`src/rtl/encoder_2nrm.sv`:
```
// encoder_2nrm
// Converts a 16-bit unsigned word into its 2NRM-RRNS residue set over the
// moduli {257, 256, 61, 59, 55, 53}. Each residue is formed combinationally by
// constant-modulus folding, and the packed result is registered on a start
// request (latency 1, done pulses with the update).
//
// Handshake: start is a fire-and-forget request with no ready. Every rising
// edge that sees start=1 samples data_in, registers its residues and drives
// done=1 for the following cycle. There is no back-pressure and no busy state.
//
// Packing of residues_out (MSB to LSB):
//   [63:41] zero, [40:32] r257, [31:24] r256, [23:18] r61,
//   [17:12] r59,  [11:6]  r55,  [5:0]   r53
module encoder_2nrm (
    input  logic        clk,
    input  logic        rst_n,
    input  logic        start,
    input  logic [15:0] data_in,
    output logic [63:0] residues_out,
    output logic        done
);

    // ------------------------------------------------------------------
    // Modulus 257: 2^8 == -1 (mod 257), so x = hi*256 + lo == lo - hi.
    // Offsetting by 257 keeps the difference positive (2..512); a single
    // conditional subtract then lands in 0..256.
    // ------------------------------------------------------------------
    function automatic logic [8:0] mod257(input logic [15:0] x);
        logic [9:0] t;
        logic [9:0] t_sub;
        t     = 10'(x[7:0]) + 10'd257 - 10'(x[15:8]);
        t_sub = t - 10'd257;
        mod257 = (t >= 10'd257) ? t_sub[8:0] : t[8:0];
    endfunction

    // ------------------------------------------------------------------
    // Six-bit moduli (53..61). Three folding stages on a 64 radix:
    //   stage 1: x = c2*4096 + c1*64 + c0 -> c0 + c1*w64 + c2*w4096 (<= 1020)
    //   stage 2: s1 = h*64 + l             -> l + h*w64             (<= 228)
    //   stage 3: s2 = h*64 + l             -> l + h*w64             (<= 96)
    // After stage 3 the value is below 2m for every modulus in the set, so
    // one conditional subtract completes the reduction. w64 = 64 mod m and
    // w4096 = 4096 mod m are constants at every call site.
    // ------------------------------------------------------------------
    function automatic logic [5:0] fold6(
        input logic [15:0] x,
        input logic [6:0]  m,
        input logic [4:0]  w64,
        input logic [4:0]  w4096
    );
        logic [9:0] s1;
        logic [7:0] s2;
        logic [6:0] s3;
        logic [6:0] s3_sub;
        s1 = 10'(x[5:0])
           + 10'(x[11:6])  * 10'(w64)
           + 10'(x[15:12]) * 10'(w4096);
        s2 = 8'(s1[5:0]) + 8'(s1[9:6]) * 8'(w64);
        s3 = 7'(s2[5:0]) + 7'(s2[7:6]) * 7'(w64);
        s3_sub = s3 - m;
        fold6 = (s3 >= m) ? s3_sub[5:0] : s3[5:0];
    endfunction

    // Residue datapath, purely combinational from data_in
    logic [8:0] r257;
    logic [7:0] r256;
    logic [5:0] r61;
    logic [5:0] r59;
    logic [5:0] r55;
    logic [5:0] r53;
    logic [63:0] packed_res;

    // Per-modulus reductions with their folding weights (64 mod m, 4096 mod m)
    always_comb begin
        r257 = mod257(data_in);
        r256 = data_in[7:0];
        r61  = fold6(data_in, 7'd61, 5'd3,  5'd9);
        r59  = fold6(data_in, 7'd59, 5'd5,  5'd25);
        r55  = fold6(data_in, 7'd55, 5'd9,  5'd26);
        r53  = fold6(data_in, 7'd53, 5'd11, 5'd15);
    end

    // Assemble the output word; the unused top field is forced to zero
    always_comb begin
        packed_res = {23'd0, r257, r256, r61, r59, r55, r53};
    end

    // Output stage: capture on start, hold otherwise; done follows start
    always_ff @(posedge clk or negedge rst_n) begin
        if (!rst_n) begin
            residues_out <= 64'h0;
            done         <= 1'b0;
        end else begin
            if (start) begin
                residues_out <= packed_res;
            end
            done <= start;
        end
    end

endmodule

```
`config.mk`:
```
export PLATFORM = sky130hd
export DESIGN_NAME = encoder_2nrm
export DESIGN_NICKNAME = d
export VERILOG_FILES = /design/src/rtl/encoder_2nrm.sv
export SDC_FILE = /design/constraint.sdc
export NUM_CORES = 1
export LEC_CHECK = 0
export CAP_MARGIN = 40
export CORE_UTILIZATION = 50
export DETAILED_ROUTE_END_ITERATION = 7
export PLACE_DENSITY = 0.81
export SYNTH_ARGS = -nofsm -noshare
export SYNTH_HDL_FRONTEND = slang
export SYNTH_SLANG_ARGS = --single-unit
```
`constraint.sdc`:
```
create_clock -name clk -period 0.95 [get_ports clk]
set_input_delay 0.2375 -clock clk [delete_from_list [all_inputs] [get_ports clk]]
set_output_delay 0.2375 -clock clk [all_outputs]
set_load 0.03 [all_outputs]
```
**After elaboration in Yosys (flattened, before gate mapping)**

Index checks and enable logic that the tools add are counted.

- Add/sub/neg operators: 23
- Multipliers: 16
- Magnitude comparators: 5
- Muxes and demuxes: 5

Operators with widths:

| operator | number |
|---|---|
| $mul 4x4->8 const B | 5 |
| $ge 7x6->1 const B | 4 |
| $mux 6 | 4 |
| $sub 6x6->6 const B | 4 |
| $add 6x6->7 | 3 |
| $add 10x9->10 | 2 |
| $add 6x10->10 | 2 |
| $mul 6x4->10 const B | 2 |
| $add 6x8->8 | 2 |
| $mul 2x4->6 const B | 2 |
| $add 10x8->10 | 1 |
| $add 6x9->10 | 1 |
| $add 8x9->10 const B | 1 |
| $add 9x8->10 | 1 |
| $ge 10x9->1 const B | 1 |
| $sub 10x8->10 | 1 |
| $add 6x8->9 | 1 |
| $mul 4x5->9 const B | 1 |
| $mul 6x3->9 const B | 1 |
| $mux 9 | 1 |
| $sub 9x9->9 const B | 1 |
| $add 6x7->8 | 1 |
| $mul 6x2->8 const B | 1 |
| $add 6x3->7 | 1 |
| other kinds (5) | 5 |

- Register bits after elaboration: 42
- Input bits: 19
- Output and inout port bits: 65
- Word-level logic and storage cells: 51

**Longest topological paths before layout**

Gate-level depths: netlist of the first run.

- Depth in word-level cells: 9
- Depth in mapped cells: 40

**Least setup slack after synthesis of the first run**

Ideal clock, no wire load.

- Path type: input to register
- Start: input data_in[14]
- End: register residues_out[2]
- Arrival time: 8030 ps
- Required time: 825 ps
- Slack: -7205 ps
- Stages: 37
- Path through: inv_1 > fa_1 > fa_1 > inv_1 > fa_1 > inv_1 > fa_1 > inv_1 > ha_1 > a21oi_1 > o21bai_1 > a21o_1 > a21oi_1 > xnor2_1 > ha_1 > ha_1 > inv_1 > fa_1 > inv_1 > ha_1 > a21oi_1 > o21bai_1 > a21o_1 > a21o_1 > xnor2_1 > fa_1 > inv_1 > ha_1 > inv_1 > fa_1 > o21ba_2 > nor2_1 > o21ai_0 > nand4_1 > a21oi_1 > xnor2_1 > mux2_2

- Word-level cells in the longest chain between the ends: 8
- Elaborated cells on any way between the ends: 9
- Those cells by class: add/sub (4); mul (3); order compare (1); mux (1)

Ends and longest elaborated chain:

| element | line | source |
|---|---|---|
| from (decl) | 18 | `input logic [15:0] data_in,` |
| $mul 4x4->8 * | 57 | `+ 10'(x[15:12]) * 10'(w4096);` |
| $add 10x8->10 * | 57 |  |
| $mul 4x4->8 | 58 | `s2 = 8'(s1[5:0]) + 8'(s1[9:6]) * 8'(w64);` |
| $add 6x8->8 * | 58 |  |
| $mul 2x4->6 | 59 | `s3 = 7'(s2[5:0]) + 7'(s2[7:6]) * 7'(w64);` |
| $add 6x6->7 * | 59 |  |
| $sub 6x6->6 or $ge 7x6->1 (tied branches) | 60, 61 |  |
| $mux 6 * | 61 | `fold6 = (s3 >= m) ? s3_sub[5:0] : s3[5:0];` |
| to (signal assigned) | 95 | `residues_out <= packed_res;` |
| to (decl) | 19 | `output logic [63:0] residues_out,` |

Every way passes the cells marked *; elsewhere a longest branch is shown, timed or not.
A chain may end at the register's enable or synchronous reset.

**Final worst setup path of the first run**

- Start: input data_in[3]
- End: register residues_out[0]

- Word-level cells in the longest chain between the ends: 8
- Elaborated cells on any way between the ends: 9
- Those cells by class: add/sub (5); mul (2); order compare (1); mux (1)

Ends and longest elaborated chain:

| element | line | source |
|---|---|---|
| $add 6x10->10 * | 56 | `+ 10'(x[11:6]) * 10'(w64)` |
| $add 10x8->10 * | 57 |  |
| $mul 4x4->8 | 58 |  |
| $add 6x8->8 * | 58 |  |
| $mul 2x4->6 | 59 |  |
| $add 6x6->7 * | 59 |  |
| $sub 6x6->6 or $ge 7x6->1 (tied branches) | 60, 61 |  |
| $mux 6 * | 61 |  |

Marks and branches as above.

==> impl_results.md, run 1 <==
- Vias per cell: 5.78
- Synth area leaders: ha_1, fa_1, dfrtp_1, inv_1, xnor2_1
- Crit. End Element: flop
- Die extent in y: 133 um
- TritonCTS Buffers: 5
- CTS sink count: 42
- Min cycle time layout: 8.48 ns
- Fin crit share: 8.92
- I/O Buffers: 60
- H-tree Lvls: 2
- Detailed router's first-iteration violation count: 594
- Max layer used: met5
- Synth Area per Inst: 9.28 um^2
- Type of origin of the critical path: input port
- Violated checks: setup timing
- Total Nets Final: 1630
- Vias: 9006
- Slew Limit Fails: 0
- CP most frequent cell: inv_1
- Mapped Area: 8530 um^2
- Cell family with most CP delay: adder cells
- Final wirelength: 34400 um
- Finished Layout Cells: 1558
- Reg2Reg Depth: 4
- YS warnings: 0
- CTS tree: yes
- DR pass1 iterations: 5
- Crit-path max cell delay: 0.60 ns
- Hold_sp: start
- Clock Skew: 0 ns
- Max cap viols: 0
- Final Hold Vio Count: 0
- Clock transition at path regs: 0.06 ns
- # diodes: 0
- First-pass GRT wire length: 45300 um
- Worst-skew pair later-pin latency: 0.29 ns
- Worst path depth: 38
- Hold Path Cell Cnt: 3
- Initial antenna violation count: 1
- R2R Path End: residues_out[37]$_DFFE_PN0P_
- DR WL met2: 17200 um
- Core Util, Final: 0.820
- Met3 Routed Length: 2530 um
- Pin count of the biggest net entering global routing: 43
- Inst Count DP: 1424
- DRC: 0
- Setup TNS: -190.35 ns
- Buf+Inv Stages, Crit Path: 10
- Number of core rows: 47
- Vias in the first global route: 9279
- HP Class: in -> reg
- Run status: complete, but fails checks
- Critical path class: in -> reg
- Critical Path AT: 8.65 ns
- GPL Wtd Cong: 0.943
- Area Overhead vs Synth: 60.0%
- Congestion Overflow GR: 0
- Top_reg_cell synth: dfrtp_1
- Max frequency: 118 MHz
- Share of the yosys chip area belonging to registers: 0.123
- Flops & latches, synth: 42
- Total GRT Usage: 0.328
- Die W: 133 um
- Routed Antenna Nets: 0
- Share of cells above drive strength 1: 0.486
- Number of synthesized flops with an enable pin: 0
- Synth cell count leaders: inv_1, ha_1, fa_1
- Critical Path RT: 1.13 ns
- Rel. slew slack: 0.636
- Syn Inst Count: 919
- Routed len/inst: 22.1 um
- Synth top area share: 0.283
- R2R Path Start: residues_out[37]$_DFFE_PN0P_
- Top-count cell post-synth: inv_1
- Asr flop ratio synth: 1.00
- Total die area: 17600 um^2
- Final HPWL DP: 18300 um
- R2R Setup Slk: -0.15 ns
- Root buf cell: clkbuf_16
- Met1 WL: 11500 um
- RSZ-0062 raised after global routing: true
- Hold path endpoint: residues_out[40]$_DFFE_PN0P_
- Initial core utilization: 0.512
- Post-synth top area cell: ha_1
- Slowest stage cell, crit path: fa_2
- Clock buffer depth: 2
- Worst slew pin tran: 0.541 ns
- # IOs: 84
- Crit path max fanout: 4
- Final worst setup slack: -7.53 ns
- Cell variety after synth: 59
- Setup violators final: 77
- CORE AREA: 16600 um^2
[stage by stage]
step	setup slack [ns]	hold WS [ns]	instance area, um^2
finish	-7.53	0.333	13600
global placement	-7.42	0.227	11400
detailed placement	-7.71	0.230	11400
CTS	-7.07	0.321	12800
floorplan	-6.76	-0.0581	9150
global route	-7.73	0.360	13600
[layout by cell type (no fill, tap or decap), types with 5 or more instances in the layout]
master     count
clkbuf_16      5
o21a_1         6
dfrtp_1       42
nand2_1       22
ha_4          48
o21ai_1        6
ha_1         138
fa_1          69
o21bai_1      16
nor2_1        26
xnor2_1       36
fa_2          12
xor2_1        15
a21o_1        23
buf_4        322
a21oi_1       33
inv_1        170
a21oi_2       22
mux2_4         6
conb_1        23
o21ai_2        5
xnor2_2       13
nand2_2        6
buf_2          5
buf_6         76
ha_2           7
mux2_2         9
inv_2         39
a31oi_4        5
mux2i_1        5
[final cells by class]
class	count	area, um^2
repair buffers	420	3510
fillers	791	3000
clock inverters	2	13.8
flip-flops and latches	42	1050
clock buffers	6	129
well taps	220	275
inverters	214	825
multi-input cells	654	7840
[worst reg2reg max path, stage by stage, from the launching register on]
cell and delay, ns:
dfrtp_1 0.39, buf_4 0.14, buf_4 0.13, nor2_1 0.26, a31oi_4 0.06
[worst max-delay path by stage]
stage	start	to	slack (ns)
3_3_place_gp	data_in[14]	residues_out[0]$_DFFE_PN0P_	-7.42
3_5_place_dp	data_in[14]	residues_out[0]$_DFFE_PN0P_	-7.71
4_1_cts	data_in[14]	residues_out[2]$_DFFE_PN0P_	-7.07
5_1_grt	data_in[14]	residues_out[4]$_DFFE_PN0P_	-7.73
2_1_floorplan	data_in[14]	residues_out[0]$_DFFE_PN0P_	-6.76
6_report	data_in[3]	residues_out[0]$_DFFE_PN0P_	-7.53
[repair_timing]
| item | in CTS | in global routing |
|---|---|---|
| resized for setup | 180 | 118 |
| pin swaps | 150 | 115 |
| hold endpoints to repair | 42 | 0 |
| setup endpoints to repair | 83 | 78 |
| buffers inserted | 87 | 42 |
| cloned | 0 | 0 |
| hold buffers | 1 | 0 |
[routing by layer]
| metal | global-route usage | vias to the layer above |
|---|---|---|
| met5 | 0 | - |
| met1 | 0.332 | 4364 |
| met3 | 0.0517 | 281 |
| li1 | - | 3806 |
| met4 | 0.224 | 2 |
| met2 | 0.615 | 553 |
[registers in the layout, indices dropped and copies added, names as in the netlist]
signal and flops:
residues_out 41, done 1
[cells by family (layout without fill, tap and decap cells)]
| logic type | count (synthesis) | count (layout) | synth area share |
|---|---|---|---|
| AO/OA/AOI/OAI | 160 | 160 | 0.123 |
| XOR/XNOR | 69 | 69 | 0.0725 |
| adder cells (fa/ha/maj) | 274 | 274 | 0.473 |
| buffers and inverters | 245 | 642 | 0.119 |
| flip-flops | 42 | 42 | 0.123 |
| multiplexers | 21 | 21 | 0.0269 |
| other | 1 | 23 | 0.000440 |
| AND/OR/NAND/NOR | 107 | 107 | 0.0616 |
Power of run 1 is not shown: default switching activity piles up to over one toggle a cycle in this logic, so the estimate is an artifact.
==> run 2, diff against run 1 <==
CTS_CLUSTER_DIAMETER = 100   (was unset)
PLACE_DENSITY = 0.79   (was 0.81)
==> run 2 against run 1 <==
  * The run still ends with setup timing left
  * Critical endpoint is now residues_out[4]$_DFFE_PN0P_
  * Routed wire length down 16%
  * Utilization down 1.5 points
  * Non-clock buffer count down 19
  * Worst hold slack better by 0.070 ns
  * Global-route usage down 4.9 points
  * Setup slack better by 0.32 ns
  * Cell count down 1.2%
  * Clock-buffer cell count down 1
  * First-iteration DRC count down 37%
==> impl_results.md, run 2 (synthesis gave the netlist of run 1 again) <==
- Initial antenna violation count: 1
- Total die area: 17600 um^2
- R2R Path End: residues_out[12]$_DFFE_PN0P_
- Final wirelength: 29000 um
- Max reg flops: 41
- Crit. End Element: flop
- Share of cells above drive strength 1: 0.470
- Critical Path RT: 1.12 ns
- Max cap viols: 0
- Detailed router's first-iteration violation count: 372
- GPL Wtd Cong: 0.963
- Final Hold Vio Count: 0
- Final worst setup slack: -7.20 ns
- Setup violators final: 75
- Crit-path max cell delay: 0.56 ns
- Fin crit share: 8.58
- Pin count of the biggest net entering global routing: 43
- Area Overhead vs Synth: 57.2%
- DRC: 0
- H-tree Lvls: 2
- Rel. slew slack: 0.654
- CTS tree: yes
- Reg2Reg Depth: 3
- Final HPWL DP: 17600 um
- R2R Path Start: residues_out[12]$_DFFE_PN0P_
- Most frequent cells in the layout: buf_4, inv_1, ha_1
- Clock buffer depth: 2
- Initial core utilization: 0.512
- Reg with most FFs: residues_out
- Worst-skew pair later-pin latency: 0.29 ns
- Clock Skew: 0 ns
- Routed len/inst: 18.8 um
- HP Class: in -> reg
- Worst slew pin tran: 0.514 ns
- Vias per cell: 5.34
- Hold path endpoint: residues_out[39]$_DFFE_PN0P_
- I/O Buffers: 60
- # IOs: 84
- R2R Setup Slk: -0.09 ns
- Hold slack final: 0.403 ns
- Run status: complete, but fails checks
- Core Util, Final: 0.805
- Die W: 133 um
- Vias: 8228
- Slowest stage cell, crit path: fa_1
- Type of origin of the critical path: input port
- RSZ-0062 raised after global routing: true
- Buf+Inv Stages, Crit Path: 13
- DR pass1 iterations: 5
- Critical Path AT: 8.32 ns
- Setup TNS: -183.78 ns
- Min cycle time layout: 8.15 ns
- Congestion Overflow GR: 0
- Vias in the first global route: 8479
- Total GRT Usage: 0.279
- TritonCTS Buffers: 5
- Clock transition at path regs: 0.06 ns
- Critical path class: in -> reg
- Die extent in y: 133 um
- Violated checks: setup timing
- CP most frequent cell: fa_1
- Number of core rows: 47
- Root buf cell: clkbuf_16
- Top flop regs: residues_out (41), done (1)
- Max frequency: 123 MHz
- Slew Limit Fails: 0
- Routed Antenna Nets: 0
- First-pass GRT wire length: 39300 um
- Hold_sp: start
- CORE AREA: 16600 um^2
- Most common cell after layout, fill and taps aside: buf_4
- CTS sink count: 42
- Total Nets Final: 1611
- Crit path max fanout: 4
- Cell family with most CP delay: adder cells
- Hold Path Cell Cnt: 4
run 2: cell type report:
type,count,area (um^2)
repair buffers,401,3350
flip-flops and latches,42,1050
clock buffers,5,125
fillers,857,3240
diodes,1,2.50
well taps,220,275
inverters,214,827
clock inverters,3,40.0
multi-input cells,654,7730
run 2: what timing repair did:
action	CTS	global route
buffers inserted	65	49
endpoints found under the setup margin	83	76
hold buffers	1	0
pin swaps	153	111
cloned	0	0
hold endpoints to repair	42	0
gates resized for setup	189	93
run 2: worst max path at each step:
stage | from | end | slack [ns] | cells past startpoint
global route | data_in[14] | residues_out[4]$_DFFE_PN0P_ | -7.47 | 41
finish | data_in[14] | residues_out[4]$_DFFE_PN0P_ | -7.20 | 41
global placement | data_in[14] | residues_out[0]$_DFFE_PN0P_ | -7.53 | 38
floorplan | data_in[14] | residues_out[0]$_DFFE_PN0P_ | -6.76 | 37
detailed placement | data_in[14] | residues_out[0]$_DFFE_PN0P_ | -7.94 | 38
CTS | data_in[14] | residues_out[2]$_DFFE_PN0P_ | -7.04 | 38
run 2: routing by layer:
metal / GRT usage / vias up / part of all wire
li1: - / 3760 / -
met2: 0.536 / 327 / 0.54
met4: 0.119 / 0 / 0.057
met3: 0.0280 / 129 / 0.040
met1: 0.309 / 4012 / 0.37
met5: 0 / - / 0
run 2: worst register-to-register path, delay by kind of cell, from the launching register on:
family / cells / cell delay [ns]
buffers and inverters: 2 / 0.26
DFF: 1 / 0.40
muxes: 1 / 0.26
run 2: stage by stage:
| stage | instance area, um^2 | instances | setup slack (ns) |
|---|---|---|---|
| floorplan | 9150 | 941 | -6.76 |
| global route | 13400 | 1540 | -7.47 |
| detailed placement | 11400 | 1419 | -7.94 |
| CTS | 12600 | 1493 | -7.04 |
| global placement | 11400 | 1419 | -7.53 |
| finish | 13400 | 1540 | -7.20 |
Power of run 2 is left out for the same reason.
==> run 3, diff against run 2 <==
CORE_MARGIN = 1.5   (was unset)
==> run 3 against run 2 <==
  * The flow still finishes with violations (setup timing)
  * Utilization about the same
  * Non-clock buffer count decreased by 17
  * Register-to-register slack about the same
  * Critical path type unchanged
  * Critical endpoint is now residues_out[1]$_DFFE_PN0P_
  * Largest cell class unchanged
  * Highest routed layer unchanged
==> impl_results.md, run 3 (synthesis gave the netlist of run 1 again) <==
- Post-Layout Inst Area: 13400 um^2
- Congestion Overflow GR: 0
- Final HPWL DP: 18100 um
- Total Nets Final: 1594
- Reg2Reg Depth: 3
- # diodes: 0
- CORE AREA: 16600 um^2
- Crit. End Element: flop
- DRC: 0
- H-tree Lvls: 2
- Clock transition at path regs: 0.06 ns
- Slew Limit Fails: 0
- Finished Layout Cells: 1522
- Reg with most FFs: residues_out
- Max cap viols: 0
- Crit-path max cell delay: 0.58 ns
- Setup violators final: 76
- CTS sink count: 42
- Max reg flops: 41
- DR pass1 iterations: 7
- CTS tree: yes
- Total GRT Usage: 0.280
- Pin count of the biggest net entering global routing: 43
- Crit path max fanout: 3
- Initial antenna violation count: 0
- Run status: complete, but fails checks
- Critical Path RT: 1.12 ns
- Worst setup endpoint: residues_out[1]$_DFFE_PN0P_
- Violated checks: setup timing
- R2R Path Start: residues_out[31]$_DFFE_PN0P_
- Routed len/inst: 19.2 um
- Most common cell after layout, fill and taps aside: buf_4
- Min cycle time layout: 8.20 ns
- Final wirelength: 29200 um
- RSZ-0062 raised after global routing: true
- Slowest stage cell, crit path: fa_1
- Area Overhead vs Synth: 57.1%
- Vias per cell: 5.42
- Worst-skew pair later-pin latency: 0.29 ns
- Detailed router's first-iteration violation count: 484
- DP Area: 11400 um^2
- HP Class: in -> reg
- Critical Path AT: 8.37 ns
- Final Hold Vio Count: 0
- Type of origin of the critical path: input port
- Max frequency: 122 MHz
- Clock buffer depth: 2
- Die W: 134 um
- I/O Buffers: 60
- Die extent in y: 134 um
- First-pass GRT wire length: 39800 um
- Top flop regs: residues_out (41), done (1)
- Final worst setup slack: -7.25 ns
- Total die area: 17800 um^2
- Share of cells above drive strength 1: 0.471
- Critical path class: in -> reg
- Root buf cell: clkbuf_16
- Inst Count DP: 1420
- TritonCTS Buffers: 5
- Most frequent cells in the layout: buf_4, inv_1, ha_1
- Vias in the first global route: 8717
- R2R Path End: residues_out[31]$_DFFE_PN0P_
- Routed Antenna Nets: 0
- Worst setup path startpoint: data_in[3]
- Number of core rows: 47
- # IOs: 84
- R2R Setup Slk: -0.10 ns
- Initial core utilization: 0.512
- Fin crit share: 8.64
- GPL Wtd Cong: 0.959
- Vias: 8254
- Clock Skew: 0 ns
## run 3: changes by cell type in the layout (fill, tap and decap cells not counted), sizes merged
cell / change
diode: -1
buf: -16
clkbuf: -1
clkinv: -1
clkdlybuf4s15: +3
bufinv: +1
dlygate4sd2: -3
## run 3: worst min-delay path by stage
stage | start | end | slack, ns | cells after the start
6_report | start | residues_out[39]$_DFFE_PN0P_ | 0.39 | 4
5_1_grt | start | residues_out[36]$_DFFE_PN0P_ | 0.42 | 3
4_1_cts | start | residues_out[16]$_DFFE_PN0P_ | 0.39 | 4
3_5_place_dp | rst_n | residues_out[20]$_DFFE_PN0P_ | 0.23 | 2
3_3_place_gp | rst_n | residues_out[20]$_DFFE_PN0P_ | 0.22 | 2
2_1_floorplan | rst_n | done$_DFF_PN0_ | -0.06 | 0
## run 3: worst max-delay path: cells and delay by family
family | cells | cell delay, ns
AO/OA/AOI/OAI | 11 | 1.75
adder cells (fa/ha/maj) | 11 | 4.53
XOR/XNOR | 2 | 0.39
buffers and inverters | 9 | 0.61
multiplexers | 2 | 0.45
AND/OR/NAND/NOR | 3 | 0.38
## run 3: final cells by class
class                   instances  area [um^2]
multi-input cells             654         7770
fillers                       852         3240
inverters                     214          825
repair buffers                384         3280
clock inverters                 3         68.8
well taps                     220          275
flip-flops and latches         42         1050
clock buffers                   5          125
## run 3: what timing repair did
item / CTS / global route
pin swaps: 140 / 118
endpoints found under the hold margin: 42 / 0
cloned: 0 / 0
endpoints found under the setup margin: 83 / 75
resized for setup: 203 / 101
buffers inserted: 55 / 40
hold buffers: 1 / 0
## run 3: per-layer routing
| layer | vias up | share of wire | global-route usage | wire length [um] |
|---|---|---|---|---|
| met2 | 363 | 0.53 | 0.548 | 15500 |
| met1 | 4002 | 0.35 | 0.287 | 10300 |
| met5 | - | 0 | 0 | 0 |
| li1 | 3718 | - | - | - |
| met4 | 0 | 0.070 | 0.142 | 2050 |
| met3 | 171 | 0.045 | 0.0396 | 1330 |
## run 3: metrics by stage
step / worst slack [ns] / TNS [ns] / hold slack (ns) / utilization
finish: -7.25 / -182.10 / 0.391 / 0.805
global route: -7.52 / -189.75 / 0.422 / 0.805
CTS: -7.02 / -174.83 / 0.390 / 0.760
detailed placement: -7.76 / -199.97 / 0.228 / 0.686
global placement: -7.46 / -195.57 / 0.224 / 0.686
floorplan: -6.76 / -159.73 / -0.0581 / -
Power of run 3 is left out for the same reason.
